===== config.mk =====
export PLATFORM = sky130hd
export DESIGN_NAME = compare_event_monitor
export DESIGN_NICKNAME = d
export VERILOG_FILES = /design/src/rtl/compare_event_monitor.sv
export SDC_FILE = /design/constraint.sdc
export NUM_CORES = 1
export LEC_CHECK = 0
export ABC_AREA = 1
export BUFFER_PORTS_ARGS = -buffer_cell sky130_fd_sc_hd__buf_4
export CORE_AREA = 2 2 68 63
export DETAILED_ROUTE_END_ITERATION = 8
export DIE_AREA = 0 0 70 65
export GPL_TIMING_DRIVEN = 0
export PLACE_DENSITY = 0.76
export SETUP_SLACK_MARGIN = 0.3
export SLEW_MARGIN = 20
export SYNTH_ARGS = -nofsm -noshare
export SYNTH_HDL_FRONTEND = slang
export SYNTH_SLANG_ARGS = --single-unit

===== constraint.sdc =====
create_clock -name Clock_In -period 4.9 [get_ports Clock_In]
set_clock_uncertainty 0.2 [all_clocks]
set_input_delay 0.98 -clock Clock_In [delete_from_list [all_inputs] [get_ports Clock_In]]
set_output_delay 0.98 -clock Clock_In [all_outputs]
set_load 0.05 [all_outputs]

===== src/rtl/compare_event_monitor.sv =====
// compare_event_monitor: debounced A>B alarm with hysteresis, saturating outcome counters and sticky flag error
module compare_event_monitor #(
  parameter int SET_COUNT   = 3,
  parameter int CLEAR_COUNT = 2,
  parameter int COUNT_WIDTH = 8
) (
  input  logic                   Clock_In,
  input  logic                   Reset_In,
  input  logic                   Valid_In,
  input  logic                   A_Less_Than_B_In,
  input  logic                   A_Equal_To_B_In,
  input  logic                   A_Greater_Than_B_In,
  input  logic                   Clear_In,
  output logic                   Alarm_Out,
  output logic                   Alarm_Rise_Out,
  output logic                   Alarm_Fall_Out,
  output logic [COUNT_WIDTH-1:0] Less_Count_Out,
  output logic [COUNT_WIDTH-1:0] Equal_Count_Out,
  output logic [COUNT_WIDTH-1:0] Greater_Count_Out,
  output logic                   Error_Out
);
  typedef enum logic [1:0] {LOW, ARMING, HIGH, DISARMING} state_t;
  localparam logic [7:0] SET_N = SET_COUNT[7:0];
  localparam logic [7:0] CLR_N = CLEAR_COUNT[7:0];
  state_t r_state, w_state_next;
  logic [7:0] r_run, w_run_next, w_run_inc;
  logic [2:0] w_flags;
  logic w_onehot, w_good, w_lt, w_eq, w_gt, w_alarm_next;
  logic r_alarm, r_rise, r_fall, r_err;
  logic [COUNT_WIDTH-1:0] r_lt_cnt, r_eq_cnt, r_gt_cnt;
  assign w_flags  = {A_Less_Than_B_In, A_Equal_To_B_In, A_Greater_Than_B_In};
  assign w_onehot = (w_flags == 3'b100) || (w_flags == 3'b010) || (w_flags == 3'b001);
  assign w_good   = Valid_In && w_onehot;
  assign w_lt     = w_good && A_Less_Than_B_In;
  assign w_eq     = w_good && A_Equal_To_B_In;
  assign w_gt     = w_good && A_Greater_Than_B_In;
  assign w_run_inc = r_run + 8'd1;
  // Malformed or idle samples leave state and run untouched
  always_comb begin
    w_state_next = r_state;
    w_run_next   = r_run;
    case (r_state)
      LOW: if (w_gt) begin
        w_state_next = (SET_N == 8'd1) ? HIGH : ARMING;
        w_run_next   = (SET_N == 8'd1) ? 8'd0 : 8'd1;
      end
      ARMING: if (w_gt) begin
        w_state_next = (w_run_inc == SET_N) ? HIGH : ARMING;
        w_run_next   = (w_run_inc == SET_N) ? 8'd0 : w_run_inc;
      end else if (w_good) begin
        w_state_next = LOW;
        w_run_next   = 8'd0;
      end
      HIGH: if (w_lt) begin
        w_state_next = (CLR_N == 8'd1) ? LOW : DISARMING;
        w_run_next   = (CLR_N == 8'd1) ? 8'd0 : 8'd1;
      end
      DISARMING: if (w_lt) begin
        w_state_next = (w_run_inc == CLR_N) ? LOW : DISARMING;
        w_run_next   = (w_run_inc == CLR_N) ? 8'd0 : w_run_inc;
      end else if (w_gt) begin
        w_state_next = HIGH;
        w_run_next   = 8'd0;
      end
      default: begin
        w_state_next = LOW;
        w_run_next   = 8'd0;
      end
    endcase
  end
  assign w_alarm_next = (w_state_next == HIGH) || (w_state_next == DISARMING);
  // Clear beats a same-cycle increment or error, but never touches the FSM
  always_ff @(posedge Clock_In) begin
    if (Reset_In) begin
      r_state  <= LOW;
      r_run    <= 8'd0;
      r_alarm  <= 1'b0;
      r_rise   <= 1'b0;
      r_fall   <= 1'b0;
      r_err    <= 1'b0;
      r_lt_cnt <= '0;
      r_eq_cnt <= '0;
      r_gt_cnt <= '0;
    end else begin
      r_state <= w_state_next;
      r_run   <= w_run_next;
      r_alarm <= w_alarm_next;
      r_rise  <= w_alarm_next && !r_alarm;
      r_fall  <= !w_alarm_next && r_alarm;
      if (Clear_In) begin
        r_err    <= 1'b0;
        r_lt_cnt <= '0;
        r_eq_cnt <= '0;
        r_gt_cnt <= '0;
      end else begin
        if (Valid_In && !w_onehot) r_err <= 1'b1;
        if (w_lt && r_lt_cnt != '1) r_lt_cnt <= r_lt_cnt + 1'b1;
        if (w_eq && r_eq_cnt != '1) r_eq_cnt <= r_eq_cnt + 1'b1;
        if (w_gt && r_gt_cnt != '1) r_gt_cnt <= r_gt_cnt + 1'b1;
      end
    end
  end
  assign Alarm_Out         = r_alarm;
  assign Alarm_Rise_Out    = r_rise;
  assign Alarm_Fall_Out    = r_fall;
  assign Less_Count_Out    = r_lt_cnt;
  assign Equal_Count_Out   = r_eq_cnt;
  assign Greater_Count_Out = r_gt_cnt;
  assign Error_Out         = r_err;
endmodule

# After elaboration in Yosys (flattened, before gate mapping)
# Index checks and enable logic that the tools add are counted.
# op_classes
addsub	4
n_eq_ne	17
reduce_logical	19
n_mux	18
# ops
cell	count
$mux W8	8
$add A8 B1 Y8 const B	4
$pmux W8 S4	1
$ne A8 B8 Y1 const B	3
$eq A8 B2 Y1 const B	2
$mux W2	8
$logic_and A1 B1 Y1	10
$eq A2 B2 Y1 const B	4
$pmux W2 S4	1
$ne A3 B3 Y1 const B	2
$ne A2 B2 Y1 const B	2
$reduce_and A4 Y1	1
$eq A3 B1 Y1 const B	1
$eq A3 B2 Y1 const B	1
$eq A3 B3 Y1 const B	1
$logic_not A1 Y1	3
$logic_or A1 B1 Y1	3
$eq A2 B1 Y1 const B	1
$logic_not A2 Y1	1
$reduce_or A2 Y1	1
# totals
out_inout_bits	28
word_cells	67
regBits	38

# Depth between registers and ports, before layout
# Gate-level depths: netlist (run 1).
# logic_depth
ltp_word	12
depth_mapped	11
mapped_depth_nobuf	11

# Least setup slack after synthesis (run 1)
# No wires, ideal clock.
# synth_path
path_type	input to register
startpoint	in A_Equal_To_B_In
endpoint	reg r_run[3]
cell_stages	8
required_time_ps	4584
slack_ps	2706
arrival_ps	1878
path_cell_list	inv_2 > nand3_1 > a21oi_2 > nor2_1 > nor3_4 > inv_2 > a21oi_1 > nor2_1
# synth_between
elab_chain_cells	7
elab_cells_between_ends	16
cone_classes	eq/ne (7); mux (3); reduce/logical (6)
# synth_rtl
element	line	source
from (decl)	11	input logic A_Equal_To_B_In,
$eq A3 B3 Y1 / $eq A3 B2 Y1 (equally long branches)	32	assign w_onehot = (w_flags == 3'b100) || (w_flags == 3'b010) || (w_flags == 3'b001);
$logic_or A1 B1 Y1	32	
$logic_or A1 B1 Y1 *	32	
$logic_and A1 B1 Y1 *	33	assign w_good = Valid_In && w_onehot;
$logic_and A1 B1 Y1 (on tied branches)	34, 36	
$ne A3 B3 Y1 (no source line) (tied with other cells)	-	
$reduce_and A4 Y1 (no source line) / $pmux W8 S4 (equally long branches)	-	
to (signal assigned)	86	r_run <= w_run_next;
to (decl)	26	logic [7:0] r_run, w_run_next, w_run_inc;
# Every way passes the cells marked *; elsewhere a longest branch is shown, timed or not.
# A chain may end at the register's enable or synchronous reset.

# Worst setup path after layout (run 1)
# layout_path
startpoint	in Reset_In
endpoint	reg r_eq_cnt[0] (netlist: Equal_Count_Out[0])
# layout_between
elab_chain_cells	1
# layout_rtl
element	line	source
from (decl)	8	input logic Reset_In,
$reduce_or A2 Y1 (no source line)	-	
to (signal assigned)	98	if (w_eq && r_eq_cnt != '1) r_eq_cnt <= r_eq_cnt + 1'b1;
to (decl)	30	logic [COUNT_WIDTH-1:0] r_lt_cnt, r_eq_cnt, r_gt_cnt;
# Every way passes these cells.

==> results.md, run 1 <==
* CP Cell Sequence: buf_2 -> nor2_1 -> clkbuf_1 -> o21ai_0 -> a21oi_1
* Final slew viol count at 0
* Placed Instances at 373
* Final RePlAce weighted congestion at 0.8680
* Post-detailed-route wirelength per cell at 10.76 µm
* Largest cells by area after synthesis: sky130_fd_sc_hd__dfxtp_1 (36%), sky130_fd_sc_hd__nand2_1 (9.4%), sky130_fd_sc_hd__inv_1 (7.9%)
* Cell count after synthesis at 292
* Hold buffer count at cts at 0
* Synth Warn # at 0
* Total detailed-routing wirelength at 4.101 mm
* DP Area at 2344 µm²
* Post-synthesis instance area at 2036 µm²
* Final Cycle Share at 46.92%
* Cell at the root of the clock tree: sky130_fd_sc_hd__clkbuf_8
* Total Die Area at 4550 µm²
* Proportion of synthesized chip area in sequential cells at 36.39%
* Slew Limit Headroom at 60.85%
* Starting DRC count in detailed routing at 100
* Count of clock tree sinks at 37
* Portion of synthesized cell area occupied by the leading cell type at 36.39%
* Cell taking the most area after synthesis: sky130_fd_sc_hd__dfxtp_1
* Slew at the pin closest to its max-slew limit at 0.5851 ns
* Distinct cell type count of the synthesized netlist at 34
* Final std cells w/o fill at 381
* Antenna violations before repair at 0
* Std-Cell Core Area at 3909 µm²
* Maximum number of pins on one net before global-route repair at 13
* Part of the power in registers at 52.9%
* Post CTS Setup Buffer Count at 0
* Critical path arrival at 2.32 ns
* Share of total power in the clock network at 38.4%
* Number of global-route vias before repair at 1733
* Pre-antenna DRT Iters at 4
* Critical path's slowest cell: sky130_fd_sc_hd__nor2_1
* Leakage at 1.046 nW
* Pwr/cell area at 239.4 nW/µm²
* Number of cells upsized or downsized after cts at 0
* Min-Delay Path Depth at 2
* Largest fanout of any net on the critical path at 10
* Max stage delay on crit path at 0.47 ns
* Kind of capture point of the worst setup path: register
* Reg2Reg Depth at 9
* Achievable frequency at 434.9 MHz
* Status: completed
* CP delay by family, top: buffers and inverters
* Unrepaired setup endpoints after global routing: false
* Antenna Nets Post-Route at 0
* # nets final at 345
* Comb pwr share at 8.7%
* First-pass GRT wire length at 7.210 mm
* Tightest hold margin at 0.2564 ns
* Global routing usage summed across all routing layers at 19.27%
* Setup violation total in the final timing report at 0
* P&R area growth vs syn at 19.85%
* HPWL reported at the end of detailed placement at 3.062 mm
* Clock transition at the register clock pins on the worst setup and hold paths after CTS at 0.08 ns
* Register-to-register setup slack at 2.82 ns
* Total of fill cells in the finished design at 368
* Effective utilization at floorplan at 52.08%
* Internal Power at 0.0004356 W
* Maximum vdd drop at 0.1992 mV
* Final number of hold-violating endpoints at 0
* Worst EP required at 4.92 ns
* Horiz. Die Dim at 70 µm
* Detailed-route via count at 1930
* Cell depth of the worst setup path at 5
* Vertical die dimension at 65 µm
* Buffer levels on the longest clock path at 2
* Worst-skew pair later-pin latency at 0.28 ns
* Number of buffers added by the clock tree synthesis step at 5
* Number of remaining DRC errors at 0
* Layout cell share with drive strength beyond 1 at 20.72%
* CTS tree: yes
* Bufs and invs on worst path at 2
* Commonest non-fill, non-tap cell in the layout: sky130_fd_sc_hd__nand2_1
* Pwr Total at 0.0005842 W
* Total overflow reported by the global router at 0
* Aggregate negative setup slack at 0 ns
* Crit path launch type: primary input
* Min-Delay Path Class: reg2reg
* Synthesized Nets at 305
* Number of rows created at floorplan at 22
* Net switching share of the total power at 25.44%
* Number of violations of the max-capacitance limit at 0
* Most frequent cells in the layout: sky130_fd_sc_hd__nand2_1 (51), sky130_fd_sc_hd__inv_1 (43), sky130_fd_sc_hd__dfxtp_1 (37), sky130_fd_sc_hd__nor2_1 (36), sky130_fd_sc_hd__buf_4 (33)
* Number of placed I/O pins at 35
* Max H-tree Level at 2
* Post-DR vias/cell at 5.066
* Layout Cell Area excl Fill at 2440 µm²
* Time the worst path needs with I/O delays and setup at 2.299 ns
* Ant diodes at 0
* Number of input and output port buffers inserted at 33
* Critical path class: in2reg
* Switching power at 0.0001486 W
* Flop and latch count out of synthesis at 37
* Mean area per synthesized cell at 6.972 µm²
[final timing paths]
kind              startpoint                 end
setup / recovery    Reset_In  Equal_Count_Out[0]
hold / removal     Error_Out           Error_Out
setup reg to reg    r_run[0]            r_run[6]
hold reg to reg    Error_Out           Error_Out
[routing by layer]
| layer | up-vias | wire [µm] | track usage, % |
|---|---|---|---|
| met1 | 864 | 1983 | 24.86 |
| met3 | 4 | 184 | 4.044 |
| met4 | 0 | 25 | 5.769 |
| met2 | 37 | 1907 | 32.50 |
| li1 | 1025 | - | - |
| met5 | - | 0 | 0 |
[final cells by class]
class	count	area [µm²]	area share [%]
Multi-Input combinational cell	204	1102	45.18
Sequential cell	37	740.7	30.36
Timing Repair Buffer	33	247.7	10.15
Inverter	49	183.9	7.538
Clock buffer	6	82.58	3.385
Tap cell	48	60.06	2.462
Clock inverter	2	13.76	0.5641
Buffer	2	8.758	0.3590
[tightest hold or removal path: cells and delay by family, from the launching register on]
family	cells	cell delay, ns
DFF	1	0.32
buffers and inverters	1	0.05
AOI/OAI and AO/OA	1	0.05
[through the flow]
| stage | utilization, % | setup WS, ns |
|---|---|---|
| after floorplan | - | 2.706 |
| after global placement | 59.96 | 2.261 |
| after detailed placement | 59.96 | 2.240 |
| after CTS | 62.42 | 2.538 |
| after global routing | 62.42 | 2.377 |
| final | 62.42 | 2.601 |
[synthesized netlist by cell type]
cell type                  number
sky130_fd_sc_hd__nor2_1        36
sky130_fd_sc_hd__and3_1         1
sky130_fd_sc_hd__buf_2          1
sky130_fd_sc_hd__o21ai_0       13
sky130_fd_sc_hd__xnor2_1        3
sky130_fd_sc_hd__nand3_1       20
sky130_fd_sc_hd__or3_1          1
sky130_fd_sc_hd__nand2_2        5
sky130_fd_sc_hd__o21a_1         1
sky130_fd_sc_hd__o21ai_1        6
sky130_fd_sc_hd__inv_2          6
sky130_fd_sc_hd__nand4_2        1
sky130_fd_sc_hd__nor4_1         1
sky130_fd_sc_hd__a21o_1         1
sky130_fd_sc_hd__nand2_1       51
sky130_fd_sc_hd__inv_1         43
sky130_fd_sc_hd__ha_1           6
sky130_fd_sc_hd__a21oi_4        1
sky130_fd_sc_hd__a21oi_2        2
sky130_fd_sc_hd__xor2_1         2
sky130_fd_sc_hd__a31oi_1        1
sky130_fd_sc_hd__nor3_4         1
sky130_fd_sc_hd__clkbuf_1       1
sky130_fd_sc_hd__nor2_2         2
sky130_fd_sc_hd__nor3_2         2
sky130_fd_sc_hd__nand4_4        1
sky130_fd_sc_hd__dfxtp_1       37
sky130_fd_sc_hd__nor2_4         3
sky130_fd_sc_hd__nand3_2        3
sky130_fd_sc_hd__a21oi_1       29
sky130_fd_sc_hd__nand4_1        4
sky130_fd_sc_hd__o21bai_1       1
sky130_fd_sc_hd__nor3_1         5
sky130_fd_sc_hd__nor3b_1        1
[cells by family (layout without fill, tap and decap cells)]
logic type / Yosys count / count (layout) / share of synthesized area (%)
xor gates and xnor gates: 5 / 5 / 2.152
AOI/OAI and AO/OA: 55 / 55 / 14.87
and+or+nand+nor: 138 / 138 / 33.44
adders and majority gates: 6 / 6 / 3.688
DFF: 37 / 37 / 36.39
buffers and inverters: 51 / 92 / 9.465
[flip-flops by register name (all words and copies together), names as in the netlist]
| name | count |
|---|---|
| Equal_Count_Out | 8 |
| Alarm_Fall_Out | 1 |
| r_run | 8 |
| r_state | 2 |
| Error_Out | 1 |
| Greater_Count_Out | 8 |
| Less_Count_Out | 8 |
| Alarm_Rise_Out | 1 |
[power groups by stage]
stage / combinational, W / clock (W) / sequential, W
floorplan: 0.0000328 / 0 / 0.000319
global placement: 0.0000500 / 0 / 0.000316
detailed placement: 0.0000509 / 0 / 0.000316
CTS: 0.0000510 / 0.000231 / 0.000309
global route: 0.0000576 / 0.000239 / 0.000310
finish: 0.0000506 / 0.000224 / 0.000309
No activity file was read; power rests on OpenSTA's default activity.
==> inputs of run 2 (changes only) <==
==> constraint.sdc (replaced) <==
create_clock -name Clock_In -period 2.36 [get_ports Clock_In]
set_clock_uncertainty 0.2 [all_clocks]
set_input_delay 0.472 -clock Clock_In [delete_from_list [all_inputs] [get_ports Clock_In]]
set_output_delay 0.472 -clock Clock_In [all_outputs]
set_load 0.05 [all_outputs]
==> results.md, run 2 (synthesized netlist as in run 1, its figures left out) <==
* Status: completed
* Starting DRC count in detailed routing at 103 (+3.0%)
* Ant diodes at 0 (unchanged)
* Post-Place Worst Slack at 0.2082 ns (-2.032 ns)
* Global routing usage summed across all routing layers at 19.27% (unchanged)
* Count of clock tree sinks at 37 (unchanged)
* First-pass GRT wire length at 7.210 mm (unchanged)
* Most frequent cells in the layout: sky130_fd_sc_hd__nand2_1 (51), sky130_fd_sc_hd__inv_1 (43), sky130_fd_sc_hd__dfxtp_1 (35), sky130_fd_sc_hd__nor2_1 (35), sky130_fd_sc_hd__buf_4 (33)
* Clock transition at the register clock pins on the worst setup and hold paths after CTS at 0.08 ns (about the same)
* GR Layer Usage met3 at 4.044% (unchanged)
* DP Area at 2344 µm² (unchanged)
* Post-DR vias/cell at 5.089 (+0.47%)
* Placed Instances at 373 (unchanged)
* Layout Cell Area excl Fill at 2455 µm² (+0.62%)
* Pwr/cell area at 494.5 nW/µm² (+110%)
* Antenna violations before repair at 0 (unchanged)
* Detailed-route via count at 1939 (+0.47%)
* GR met1 Demand/Resource at 24.86% (unchanged)
* Number of remaining DRC errors at 0 (unchanged)
* Final slew viol count at 0 (unchanged)
* Vertical die dimension at 65 µm (unchanged)
* Aggregate negative setup slack at 0 ns (unchanged)
* Layout cell share with drive strength beyond 1 at 22.22% (+1.5 points)
* Setup violation total in the final timing report at 0 (unchanged)
* Final Cycle Share at 79.80%
* Post-detailed-route wirelength per cell at 10.76 µm (about the same)
* Antenna Nets Post-Route at 0 (unchanged)
* Effective utilization at floorplan at 52.08% (unchanged)
* Global Route met2 Usage at 32.50% (unchanged)
* CP delay by family, top: simple AND/OR/NAND/NOR gates
* Bufs and invs on worst path at 0 (-2)
* Worst EP required at 2.34 ns (-2.58 ns)
* Achievable frequency at 531.0 MHz
* CP Cell Sequence: ha_2 -> nand3_2 -> o21ai_1 -> nand2_1 -> nor2_4 -> nand3_2 -> nand2_2 -> nand2_2 -> a21oi_1 -> nor2_1
* Final RePlAce weighted congestion at 0.8680 (unchanged)
* Post-layout worst setup margin at 0.4767 ns (-2.124 ns)
* Number of global-route vias before repair at 1733 (unchanged)
* Maximum number of pins on one net before global-route repair at 13 (unchanged)
* Crit path launch type: register
* # nets final at 345 (unchanged)
* Total detailed-routing wirelength at 4.100 mm (about the same)
* Maximum vdd drop at 0.4151 mV (+110%)
* Pre-antenna DRT Iters at 5 (+1)
* Number of placed I/O pins at 35 (unchanged)
* Unrepaired setup endpoints after global routing: true
* Hold buffer count at cts at 0 (unchanged)
* Total overflow reported by the global router at 0 (unchanged)
* HPWL reported at the end of detailed placement at 3.062 mm (unchanged)
* Leakage at 1.045 nW (about the same)
* Critical path class: reg2reg
* Slew at the pin closest to its max-slew limit at 0.5952 ns (+0.01017 ns)
* P&R area growth vs syn at 20.59%
* Number of input and output port buffers inserted at 33 (unchanged)
* Number of buffers added by the clock tree synthesis step at 5 (unchanged)
* Slew Limit Headroom at 60.17% (-0.68 points)
* Cell at the root of the clock tree: sky130_fd_sc_hd__clkbuf_8
* Max stage delay on crit path at 0.38 ns (-0.09 ns)
* Top Usage Layer GRT: met2
* Std-Cell Core Area at 3909 µm² (unchanged)
* Buffer levels on the longest clock path at 2 (unchanged)
* Critical path's slowest cell: sky130_fd_sc_hd__dfxtp_4
* Critical path arrival at 1.86 ns (-0.46 ns)
* Commonest non-fill, non-tap cell in the layout: sky130_fd_sc_hd__nand2_1
* Min-Delay Path Class: reg2reg
* Horiz. Die Dim at 70 µm (unchanged)
* CTS tree: yes
* Number of violations of the max-capacitance limit at 0 (unchanged)
* Worst-skew pair later-pin latency at 0.28 ns (about the same)
* Number of rows created at floorplan at 22 (unchanged)
* Total of fill cells in the finished design at 366 (-0.54%)
* Max H-tree Level at 2 (unchanged)
* Time the worst path needs with I/O delays and setup at 1.883 ns
* Kind of capture point of the worst setup path: register
* Final std cells w/o fill at 381 (unchanged)
* Largest fanout of any net on the critical path at 7 (-3)
* Final number of hold-violating endpoints at 0 (unchanged)
* Total Die Area at 4550 µm² (unchanged)
-- run 2: worst paths after layout --
check,from,depth (start not counted),end,slack (ns)
worst max register to register,r_run[0],10,r_run[6],0.48
worst min register to register,Error_Out,2,Error_Out,0.26
worst max-delay path,r_run[0],10,r_run[6],0.48
worst min-delay path,Error_Out,2,Error_Out,0.26
-- run 2: routing by layer --
metal | vias up | part of all wire (%)
met5 | - | 0
met4 | 0 | 0.22
met3 | 2 | 4.9
met2 | 46 | 47
met1 | 866 | 48
li1 | 1025 | -
-- run 2: stage by stage --
stage                     total power [W]  utilization (%)  hold slack, ns
final                            0.001214            62.80          0.2563
after global routing             0.001261            62.80          0.2807
after CTS                        0.001227            62.45          0.2653
after detailed placement        0.0007619            59.96          0.2519
after global placement          0.0007599            59.96          0.2394
after floorplan                 0.0007310                -          0.2903
-- run 2: layout make-up --
class                           instances  area [µm²]  share of cell area [%]
Sequential cell                        37       745.7                   30.38
Tap cell                               48       60.06                   2.446
Clock buffer                            6       82.58                   3.364
Clock inverter                          2       13.76                  0.5607
Inverter                               49       183.9                   7.492
Timing Repair Buffer                   33       247.7                   10.09
Multi-Input combinational cell        204        1112                   45.31
Buffer                                  2       8.758                  0.3568
-- run 2: power by group --
part	switching [W]	leakage, nW	internal (W)
logic	0.0000704	0.694	0.0000354
registers	0.00000920	0.300	0.000632
clock network	0.000230	0.0512	0.000237
total	0.000309	1.05	0.000905
-- run 2: worst min-delay path: stages (launching register included) --
cell and delay, ns:
sky130_fd_sc_hd__dfxtp_1 0.32, sky130_fd_sc_hd__inv_1 0.05, sky130_fd_sc_hd__a21oi_1 0.05
-- run 2: repair_timing --
item	4_1_cts	5_1_grt
cloned	0	0
resized for setup	1	5
buffers inserted	0	0
endpoints found under the setup margin	4	9
